`src/rtl/lsu_pkg.sv`:
```
// Shared definitions for the data-memory access unit: request size codes,
// the sequencing state encoding and the alignment rule applied at accept.
// Optional feature macro used by the unit: LSU_SUBWORD_EN.
package lsu_pkg;

    localparam logic [1:0] SZ_BYTE = 2'b00;
    localparam logic [1:0] SZ_HALF = 2'b01;
    localparam logic [1:0] SZ_WORD = 2'b10;

    typedef enum logic [1:0] {
        IDLE = 2'd0,
        RD   = 2'd1,
        WR   = 2'd2,
        RESP = 2'd3
    } state_t;

    // True when the size code is reserved or the address is not naturally aligned
    function automatic logic misaligned(input logic [1:0] size, input logic [1:0] lo);
        logic bad;
        case (size)
            SZ_BYTE: bad = 1'b0;
            SZ_HALF: bad = lo[0];
            SZ_WORD: bad = (lo != 2'b00);
            default: bad = 1'b1;
        endcase
        return bad;
    endfunction

endpackage

```
`src/rtl/mem_access_unit_if.sv`:
```
// Bundle of the pipeline request/response signals and the word-wide data
// memory bus. The master modport is the access unit; the slave modport is
// the environment (pipeline driving requests, memory returning ReadData).
//
// Handshake: a request transfers on a rising clk edge where req_valid and
// req_ready are both high; req_ready is high only while the unit is idle.
// resp_valid is a single-cycle pulse with no backpressure, and err/resp_rdata
// are meaningful only in that cycle.
interface mem_access_unit_if;
    logic        req_valid;
    logic        req_ready;
    logic        req_write;
    logic [1:0]  req_size;
    logic        req_signed;
    logic [31:0] req_addr;
    logic [31:0] req_wdata;
    logic        resp_valid;
    logic [31:0] resp_rdata;
    logic        err;
    logic        MemRead;
    logic        MemWrite;
    logic [31:0] Address;
    logic [31:0] WriteData;
    logic [31:0] ReadData;

    modport master (
        input  req_valid, req_write, req_size, req_signed, req_addr, req_wdata, ReadData,
        output req_ready, resp_valid, resp_rdata, err, MemRead, MemWrite, Address, WriteData
    );

    modport slave (
        output req_valid, req_write, req_size, req_signed, req_addr, req_wdata, ReadData,
        input  req_ready, resp_valid, resp_rdata, err, MemRead, MemWrite, Address, WriteData
    );
endinterface

```
`src/rtl/lsu_align.sv`:
```
// Little-endian lane handling for a word-only memory: extracts a byte or
// halfword from a read word with sign/zero extension, and merges store data
// into the selected lane of an old word for read-modify-write.
module lsu_align
    import lsu_pkg::*;
(
    input  logic [31:0] rdata,
    input  logic [1:0]  addr_lo,
    input  logic [1:0]  size,
    input  logic        sign_ext,
    input  logic [31:0] wdata,
    output logic [31:0] load_data,
    output logic [31:0] merge_data
);
    logic [4:0]  byte_shift;
    logic [4:0]  half_shift;
    logic [7:0]  lane_b;
    logic [15:0] lane_h;
    logic [31:0] lane_mask;
    logic [31:0] lane_data;
    logic        unused_wdata;

    // Halfword lanes are chosen by addr[1] alone; addr[0] is rejected upstream
    assign byte_shift   = {addr_lo, 3'b000};
    assign half_shift   = {addr_lo[1], 4'b0000};
    assign unused_wdata = &{1'b0, wdata[31:16]};

    // Load path: select the addressed lane and extend it to 32 bits
    always_comb begin
        lane_b = 8'(rdata >> byte_shift);
        lane_h = 16'(rdata >> half_shift);
        case (size)
            SZ_BYTE: load_data = {{24{sign_ext & lane_b[7]}}, lane_b};
            SZ_HALF: load_data = {{16{sign_ext & lane_h[15]}}, lane_h};
            default: load_data = rdata;
        endcase
    end

    // Store path: replace only the addressed lane of the old word
    always_comb begin
        case (size)
            SZ_BYTE: begin
                lane_mask = 32'h0000_00FF << byte_shift;
                lane_data = {24'd0, wdata[7:0]} << byte_shift;
            end
            SZ_HALF: begin
                lane_mask = 32'h0000_FFFF << half_shift;
                lane_data = {16'd0, wdata[15:0]} << half_shift;
            end
            default: begin
                lane_mask = 32'hFFFF_FFFF;
                lane_data = wdata;
            end
        endcase
        merge_data = (rdata & ~lane_mask) | (lane_data & lane_mask);
    end
endmodule

```
`src/rtl/mem_access_unit.sv`:
```
// Initiator side of the word-addressed data memory. Takes one load/store at a
// time, drives registered MemRead/MemWrite strobes and returns a one-cycle
// response. Optional macro LSU_SUBWORD_EN enables byte/halfword accesses
// (loads by lane extraction, stores by read-modify-write); without it only
// word accesses are legal and smaller sizes complete with err.
module mem_access_unit
    import lsu_pkg::*;
#(
    parameter int MEM_WORDS = 1024
) (
    input  logic              clk,
    input  logic              reset,
    mem_access_unit_if.master bus,
    output state_t            dbg_state
);
    localparam logic [31:0] ADDR_LIMIT = 32'(MEM_WORDS * 4);

    state_t      state;
    logic        r_write;
    logic [1:0]  r_size;
    logic        r_signed;
    logic [31:0] r_addr;
    logic [31:0] r_wdata;
    logic        size_ok;
    logic        use_rmw;
    logic        acc_err;
    logic        unused_regs;

`ifdef LSU_SUBWORD_EN
    logic [31:0] rd_result;
    logic [31:0] wr_merged;

    assign size_ok     = (bus.req_size != 2'b11);
    assign use_rmw     = (bus.req_size != SZ_WORD);
    assign unused_regs = &{1'b0, r_addr[31:2]};

    lsu_align u_align (
        .rdata      (bus.ReadData),
        .addr_lo    (r_addr[1:0]),
        .size       (r_size),
        .sign_ext   (r_signed),
        .wdata      (r_wdata),
        .load_data  (rd_result),
        .merge_data (wr_merged)
    );
`else
    assign size_ok     = (bus.req_size == SZ_WORD);
    assign use_rmw     = 1'b0;
    assign unused_regs = &{1'b0, r_write, r_size, r_signed, r_addr, r_wdata};
`endif

    assign acc_err       = !size_ok
                         || misaligned(bus.req_size, bus.req_addr[1:0])
                         || (bus.req_addr >= ADDR_LIMIT);
    assign bus.req_ready = (state == IDLE);
    assign dbg_state     = state;

    // Request sequencing: accept, strobe the memory once, pulse the response
    always_ff @(posedge clk) begin
        if (reset) begin
            state          <= IDLE;
            r_write        <= 1'b0;
            r_size         <= 2'b00;
            r_signed       <= 1'b0;
            r_addr         <= 32'd0;
            r_wdata        <= 32'd0;
            bus.resp_valid <= 1'b0;
            bus.resp_rdata <= 32'd0;
            bus.err        <= 1'b0;
            bus.MemRead    <= 1'b0;
            bus.MemWrite   <= 1'b0;
            bus.Address    <= 32'd0;
            bus.WriteData  <= 32'd0;
        end else begin
            case (state)
                IDLE: begin
                    if (bus.req_valid) begin
                        r_write  <= bus.req_write;
                        r_size   <= bus.req_size;
                        r_signed <= bus.req_signed;
                        r_addr   <= bus.req_addr;
                        r_wdata  <= bus.req_wdata;
                        if (acc_err) begin
                            state          <= RESP;
                            bus.resp_valid <= 1'b1;
                            bus.err        <= 1'b1;
                            bus.resp_rdata <= 32'd0;
                        end else begin
                            bus.Address <= {bus.req_addr[31:2], 2'b00};
                            if (!bus.req_write || use_rmw) begin
                                state       <= RD;
                                bus.MemRead <= 1'b1;
                            end else begin
                                state         <= WR;
                                bus.MemWrite  <= 1'b1;
                                bus.WriteData <= bus.req_wdata;
                            end
                        end
                    end
                end
                RD: begin
                    bus.MemRead <= 1'b0;
`ifdef LSU_SUBWORD_EN
                    if (r_write) begin
                        state         <= WR;
                        bus.MemWrite  <= 1'b1;
                        bus.WriteData <= wr_merged;
                    end else begin
                        state          <= RESP;
                        bus.resp_valid <= 1'b1;
                        bus.err        <= 1'b0;
                        bus.resp_rdata <= rd_result;
                    end
`else
                    state          <= RESP;
                    bus.resp_valid <= 1'b1;
                    bus.err        <= 1'b0;
                    bus.resp_rdata <= bus.ReadData;
`endif
                end
                WR: begin
                    bus.MemWrite   <= 1'b0;
                    state          <= RESP;
                    bus.resp_valid <= 1'b1;
                    bus.err        <= 1'b0;
                    bus.resp_rdata <= 32'd0;
                end
                RESP: begin
                    bus.resp_valid <= 1'b0;
                    bus.err        <= 1'b0;
                    state          <= IDLE;
                end
                default: state <= IDLE;
            endcase
        end
    end
endmodule

```
`src/flat_wrapper.sv`:
```
// flat-port wrapper written by rule: the top's interface ports become plain ports
module mem_access_unit_flat import lsu_pkg::*;
#(
    parameter int MEM_WORDS = 1024
)
  (clk, reset, dbg_state, bus_req_valid, bus_req_write, bus_req_size, bus_req_signed, bus_req_addr, bus_req_wdata, bus_ReadData, bus_req_ready, bus_resp_valid, bus_resp_rdata, bus_err, bus_MemRead, bus_MemWrite, bus_Address, bus_WriteData);
  mem_access_unit_if bus_i ();
  input  logic clk;
  input  logic reset;
  output state_t dbg_state;
  input wire logic [$bits(bus_i.req_valid)-1:0] bus_req_valid;
  input wire logic [$bits(bus_i.req_write)-1:0] bus_req_write;
  input wire logic [$bits(bus_i.req_size)-1:0] bus_req_size;
  input wire logic [$bits(bus_i.req_signed)-1:0] bus_req_signed;
  input wire logic [$bits(bus_i.req_addr)-1:0] bus_req_addr;
  input wire logic [$bits(bus_i.req_wdata)-1:0] bus_req_wdata;
  input wire logic [$bits(bus_i.ReadData)-1:0] bus_ReadData;
  output wire logic [$bits(bus_i.req_ready)-1:0] bus_req_ready;
  output wire logic [$bits(bus_i.resp_valid)-1:0] bus_resp_valid;
  output wire logic [$bits(bus_i.resp_rdata)-1:0] bus_resp_rdata;
  output wire logic [$bits(bus_i.err)-1:0] bus_err;
  output wire logic [$bits(bus_i.MemRead)-1:0] bus_MemRead;
  output wire logic [$bits(bus_i.MemWrite)-1:0] bus_MemWrite;
  output wire logic [$bits(bus_i.Address)-1:0] bus_Address;
  output wire logic [$bits(bus_i.WriteData)-1:0] bus_WriteData;
  assign bus_i.req_valid = bus_req_valid;
  assign bus_i.req_write = bus_req_write;
  assign bus_i.req_size = bus_req_size;
  assign bus_i.req_signed = bus_req_signed;
  assign bus_i.req_addr = bus_req_addr;
  assign bus_i.req_wdata = bus_req_wdata;
  assign bus_i.ReadData = bus_ReadData;
  assign bus_req_ready = bus_i.req_ready;
  assign bus_resp_valid = bus_i.resp_valid;
  assign bus_resp_rdata = bus_i.resp_rdata;
  assign bus_err = bus_i.err;
  assign bus_MemRead = bus_i.MemRead;
  assign bus_MemWrite = bus_i.MemWrite;
  assign bus_Address = bus_i.Address;
  assign bus_WriteData = bus_i.WriteData;
  mem_access_unit #(.MEM_WORDS(MEM_WORDS)) u_core (.clk(clk), .reset(reset), .bus(bus_i), .dbg_state(dbg_state));
endmodule
```
`config.mk`:
```
export PLATFORM = sky130hd
export DESIGN_NAME = mem_access_unit_flat
export DESIGN_NICKNAME = d
export VERILOG_FILES = /design/src/rtl/lsu_pkg.sv /design/src/rtl/mem_access_unit_if.sv /design/src/rtl/lsu_align.sv /design/src/rtl/mem_access_unit.sv /design/src/flat_wrapper.sv
export SDC_FILE = /design/constraint.sdc
export NUM_CORES = 1
export LEC_CHECK = 0
export BUFFER_PORTS_ARGS = -buffer_cell sky130_fd_sc_hd__clkbuf_2
export CORE_MARGIN = 2
export CORE_UTILIZATION = 43
export CTS_BUF_LIST = sky130_fd_sc_hd__clkbuf_4 sky130_fd_sc_hd__clkbuf_8
export DETAILED_ROUTE_END_ITERATION = 12
export PLACE_DENSITY = 0.88
export SLEW_MARGIN = 20
export SYNTH_ARGS = -nofsm -noshare
export SYNTH_HDL_FRONTEND = slang
export SYNTH_HIERARCHICAL = 1
export SYNTH_SLANG_ARGS = --single-unit
export TNS_END_PERCENT = 1
```
`constraint.sdc`:
```
create_clock -name clk -period 1.8 [get_ports clk]
set_input_delay 0.18 -clock clk [delete_from_list [all_inputs] [get_ports clk]]
set_output_delay 0.18 -clock clk [all_outputs]
set_load 0.02 [all_outputs]
```
=== Yosys cells after proc, flatten, opt, wreduce, memory -nomap -nowiden ===
Cells that the tools add are included.

* Register bits after elaboration: 100
* Output and inout bits: 103
* Word-level logic and storage cells: 57

* $lt $le $gt $ge: 1
* Equal/unequal tests: 10
* Multiplexer cells: 20
* Bitwise gates (word level): 1
* Reduce and logical (&&, ||, !) cells: 17

{| class="wikitable"
|+ Operators by type and width
! cell !! count
|-
| 32-bit one-hot mux with 3 select lines || 1
|-
| 32-bit 2-to-1 mux || 2
|-
| 32-bit by 13-bit greater-or-equal comparator with 1-bit output, second input constant || 1
|-
| 4-bit AND reduction || 3
|-
| 1-bit 2-to-1 mux || 8
|-
| 2-bit != test, second input constant || 4
|-
| 2-bit equality test, second input constant || 3
|-
| 2-bit 2-to-1 mux || 3
|-
| 1-bit one-hot mux with 2 select lines || 3
|-
| 1-bit one-hot mux with 3 select lines || 2
|-
| 2-bit one-hot mux with 3 select lines || 1
|-
| 3-bit AND reduction || 2
|-
| 2-bit nonzero test || 3
|-
| 2-bit by 1-bit equality test with 1-bit output, second input constant || 2
|-
| 2-bit logical NOT || 2
|-
| 3-bit nonzero test || 1
|-
| 3-bit OR reduction || 1
|-
| 1-bit logical OR || 2
|-
| 2-bit by 1-bit != test with 1-bit output, second input constant || 1
|-
| 2-bit AND reduction || 1
|-
| 2-bit OR reduction || 1
|-
| 1-bit logical NOT || 1
|-
| 1-bit inverter || 1
|}

=== Depth between registers and ports, before layout ===
* Word-level depth: 7
* Mapped depth: 8

=== Worst setup path after synthesis ===
No wires, ideal clock.

* Kind: reg2reg
* Start point: reg u_core.state[0], in the netlist u_core/dbg_state[0]
* End point: reg u_core.bus.resp_rdata[0]
* Library setup time: 0.122 ns
* Data arrival time: 1.898 ns
* Data required time: 1.678 ns
* Setup slack: -0.220 ns
* Stages on the path, launching flop included: 9
* Buffers on the path: 2
* Clock period less this slack: 2.020 ns
* Cell sequence: dfxtp_1 > inv_1 > ha_1 > clkbuf_1 > nand2b_1 > nand2b_1 > a31oi_1 > buf_2 > o22ai_1

* Longest elaborated chain between the ends: 3

{| class="wikitable"
|+ RTL lines
! item !! RTL line !! source
|-
| start, declared || mem_access_unit.sv:18 || <nowiki>state_t state;</nowiki>
|-
| start signal, assigned || mem_access_unit.sv:61 || <nowiki>state <= IDLE;</nowiki>
|-
| start signal, assigned || mem_access_unit.sv:84 || <nowiki>state <= RESP;</nowiki>
|-
| start signal, assigned || mem_access_unit.sv:91 || <nowiki>state <= RD;</nowiki>
|-
| 2-bit logical NOT (*) || n/a ||
|-
| via bus_req_ready || flat_wrapper.sv:18 || <nowiki>output wire logic [$bits(bus_i.req_ready)-1:0] bus_req_ready;</nowiki>
|-
| 2-bit by 1-bit != test with 1-bit output (no line), or another cell as far along || n/a ||
|-
| 3-bit AND reduction (no line) || n/a ||
|-
| end signal, assigned || mem_access_unit.sv:118 || <nowiki>bus.resp_rdata <= bus.ReadData;</nowiki>
|-
| end, declared || mem_access_unit_if.sv:28 || <nowiki>output req_ready, resp_valid, resp_rdata, err, MemRead, MemWrite, Address, WriteData</nowiki>
|}

The timed path passes the listed nets; every way through them passes the cells marked *.
A chain may end at the register's enable or synchronous reset.

=== Worst setup path after layout ===
* Start point: reg u_core.state[0], in the netlist u_core/dbg_state[0]
* End point: reg u_core.bus.WriteData[15]

* Longest elaborated chain between the ends: 2

{| class="wikitable"
|+ RTL lines
! item !! RTL line !! source
|-
| 2-bit logical NOT || mem_access_unit.sv:75 || <nowiki>case (state)</nowiki>
|-
| 4-bit AND reduction (no line) || n/a ||
|-
| end signal, assigned || mem_access_unit.sv:96 || <nowiki>bus.WriteData <= bus.req_wdata;</nowiki>
|-
| end, declared || mem_access_unit_if.sv:28 ||
|}

No other way between the ends.

==> reports/qor.csv <==
stage;metric;value;unit
route;DRT Pass-1 Iters;4;
route;Routed WL per cell;15.38;um
logic_synthesis;simple-gate portion of the synthesized area;0.2621;
worst_setup_path;Critical Path RT;2030;ps
logic_synthesis;EDFF count, synth;0;
run_status;status;completed;
finish;Multi-input gate area;1913;um^2
timing;fin crit share;0.9261;
logic_synthesis;synth warn;6;
power;Sw Ratio;0.3356;
finish;Post-Route Utilization;0.5960;
power;clock share of power;0.273;
worst_hold_path;Hold Path Depth;3;
finish;fin cells;767;
logic_synthesis;synthesized area;4120;um^2
floorplanning;Initial Utilization;0.4438;
clocking;Sinks on Clock Net;100;
timing;setup tns final;0;ps
place;placed instance area;5285;um^2
floorplanning;I/O pin count;206;
finish;area grow syn2layout;34.28;%
timing;min Tclk post-route;1667;ps
logic_synthesis;largest family of logic cells by synthesized area;simple AND/OR/NAND/NOR gates;
run;max-cap viol count;0;
worst_setup_path;crit-path max cell delay;360;ps
worst_setup_path;R2R depth;7;
route;routed vias/inst;5.269;
logic_synthesis;Synth Area in Compound Gates;0.1770;
route;initial drt markers;240;
route;final WL;11800;um
timing;fin. max-slew vios;0;
power;internal power;3613;uW
global_route;largest net degree at the start of global routing;41;
worst_hold_path;hold wc startpoint;bus_req_addr[10];
floorplanning;core area;9284;um^2
logic_synthesis;synth top area cells;dfxtp_1 (49%), nand3b_1 (6.0%), nand2b_1 (5.8%), a21oi_1 (5.3%), o22ai_1 (4.9%);
power;VDD IR max;0.5259;mV
worst_hold_path;sink of the worst hold path;u_core/bus.Address[10];
power;PwrDens;982.9;nW/um^2
timing;Fin. Hold Viols;0;
logic_synthesis;Yosys reg bits;100;
place;input/output buffers;202;
global_route;Remaining Overflow, GRT;0;
logic_synthesis;Synth Instances;444;
logic_synthesis;XOR/XNOR share of the synthesized area;0;
finish;fill cell count;815;
logic_synthesis;sequential fraction of the synthesis area;0.4859;
logic_synthesis;post-synthesis mux area share;0.002733;
place;Post-DP HPWL;8455;um
worst_setup_path;RR Startpoint;u_core/dbg_state[0];
logic_synthesis;top-area cell type share of the netlist area;0.4859;
logic_synthesis;Mean Syn Cell Area;9.280;um^2
clocking;CTS max path bufs;2;
timing;setup violators final;0;
worst_hold_path;Worst Hold Class;in2reg;
global_route;global-route wire length before repair;17510;um
clocking;CTS Buf Count;9;
power;Flop pwr share;0.451;
logic_synthesis;Adder-Cell Fraction of Synth Area;0.01518;
worst_setup_path;terminus of the critical flop-to-flop path;u_core/bus.WriteData[15];
finish;finished layout cell area;5533;um^2
logic_synthesis;fraction of registers with async set/reset;0;
logic_synthesis;count leader, synth;dfxtp_1;
logic_synthesis;Main synth FF type;dfxtp_1;
worst_setup_path;Worst EP arrival;1890;ps
logic_synthesis;synth unique cells;33;
clocking;Clk pin slew, worst setup/hold paths;110;ps
worst_setup_path;WP buf/inv;2;
clocking;Clock Latency Late Sink;360;ps
route;DR DRC count;0;
logic_synthesis;cell taking the most area after synthesis;dfxtp_1;
power;Logic pwr share;0.276;
global_route;antenna violations before repair;0;
clocking;H-tree depth;3;
worst_setup_path;endpoint class of the critical path;register;
place;GP Congestion;0.7796;
power;leakage;0.002315;uW
clocking;clock root cell;clkbuf_8;
floorplanning;Die Ht;101.9;um
global_route;vias in the first global route;3725;
timing;RSZ-0062 raised after global routing;no;
clocking;CTS tree;built;
finish;fin nets;741;
logic_synthesis;Post-synth top cells;dfxtp_1 (100), a21oi_1 (44), nand2b_1 (38);
global_route;Global Route Usage Sum;0.2109;
timing;clk_skew;13.58;ps
floorplanning;Die Width;101.9;um
worst_setup_path;crit-path leading delay family;flip-flops;
place;Placed Cells incl. Taps;750;
finish;ant diodes;0;
worst_setup_path;Worst Path Max Fanout;24;
worst_setup_path;Crit Path Category;reg2reg;
worst_setup_path;setup slack, reg-to-reg;130;ps
route;ANT nets after route;0;
worst_setup_path;critical path cell sequence;inv_1 > ha_4 > and3_1 > nand3_1 > buf_6 > o21ai_0 > a21oi_1;
timing;f_max;599.9;MHz
route;Vias;4041;
floorplanning;Rows;35;
finish;storage element area;2004;um^2
floorplanning;die area;10380;um^2
finish;layout cell share with drive strength beyond 1;0.4013;
worst_setup_path;Worst path slowest cell;dfxtp_2;
power;net switching power;1825;uW
worst_setup_path;Worst setup SP type;register;
[worst register-to-register path, stage by stage (launching register included)]
cell     delay, ps
dfxtp_2        360
inv_1          120
ha_4           220
and3_1         190
nand3_1        140
buf_6          220
o21ai_0        210
a21oi_1         90
[cells in the final DEF, fill, tap and decap left out, drive strengths merged, types with 21 or more instances in the layout]
cell / instances
clkbuf: 212
o21ai: 36
dfxtp: 100
and2: 22
a21oi: 44
buf: 21
nand3b: 33
o22ai: 32
nand3: 34
nand2b: 38
[cells by family (layout without fill, tap and decap cells)]
logic type / Yosys count / in the layout
compound gates: 128 / 128
fa+ha+maj: 5 / 5
buf+inv: 50 / 243
flops: 100 / 100
mux: 1 / 1
other cells: 1 / 2
simple gates: 159 / 159
[state kept, by name (all words and copies together), names as in the netlist]
signal,count
u_core/bus.resp_rdata,32
u_core/bus.MemWrite,1
u_core/bus.WriteData,32
u_core/bus.resp_valid,1
u_core/dbg_state,2
u_core/bus.Address,30
u_core/bus.MemRead,1
u_core/bus.err,1
[per-stage QoR]
step | power (uW) | setup slack, ps | hold WS [ps]
2_1_floorplan | 3480 | 64.31 | 331.9
3_3_place_gp | 3922 | 125.0 | 419.8
3_5_place_dp | 3972 | 41.94 | 427.3
4_1_cts | 5458 | 54.39 | 33.57
5_1_grt | 5727 | 3.272 | 27.85
6_report | 5438 | 133.1 | 50.83
[repair_timing]
item | 4_1_cts | 5_1_grt
hold buffers | 0 | 0
buffers inserted | 0 | 0
setup endpoints to repair | 0 | 36
resized for setup | 0 | 4
[routing by layer]
metal | global-route usage | share of wire | up-vias
met1 | 0.2587 | 0.41 | 1873
met5 | 0 | 0 | -
met3 | 0.04378 | 0.080 | 14
li1 | - | - | 1965
met4 | 0.06462 | 0.013 | 0
met2 | 0.3720 | 0.50 | 189
[worst max-delay path by stage]
stage,endpoint,startpoint,slack (ps),depth (start not counted)
6_report,u_core/bus.WriteData[15],u_core/dbg_state[0],130,7
3_3_place_gp,u_core/bus.MemWrite,bus_req_addr[25],130,6
2_1_floorplan,u_core/bus.resp_rdata[0],u_core/dbg_state[0],60,8
3_5_place_dp,u_core/bus.MemWrite,bus_req_addr[25],40,6
4_1_cts,u_core/bus.WriteData[15],u_core/dbg_state[1],50,7
5_1_grt,u_core/bus.WriteData[15],u_core/dbg_state[0],3,7
[power by group through the flow]
| stage | clock network [uW] | registers (uW) | logic [uW] |
|---|---|---|---|
| 5_1_grt | 1630 | 2470 | 1630 |
| 3_5_place_dp | 0 | 2510 | 1470 |
| 2_1_floorplan | 0 | 2660 | 818 |
| 6_report | 1480 | 2450 | 1500 |
| 4_1_cts | 1530 | 2450 | 1470 |
| 3_3_place_gp | 0 | 2490 | 1430 |
[cell type report]
class	count	share of cell area
flip-flops and latches	100	0.3623
multi-input cells	295	0.3458
repair buffers	224	0.2232
well taps	129	0.02917
clock buffers	9	0.02239
clock inverters	7	0.01515
inverters	3	0.002035
(Power assumes the default switching activity.)
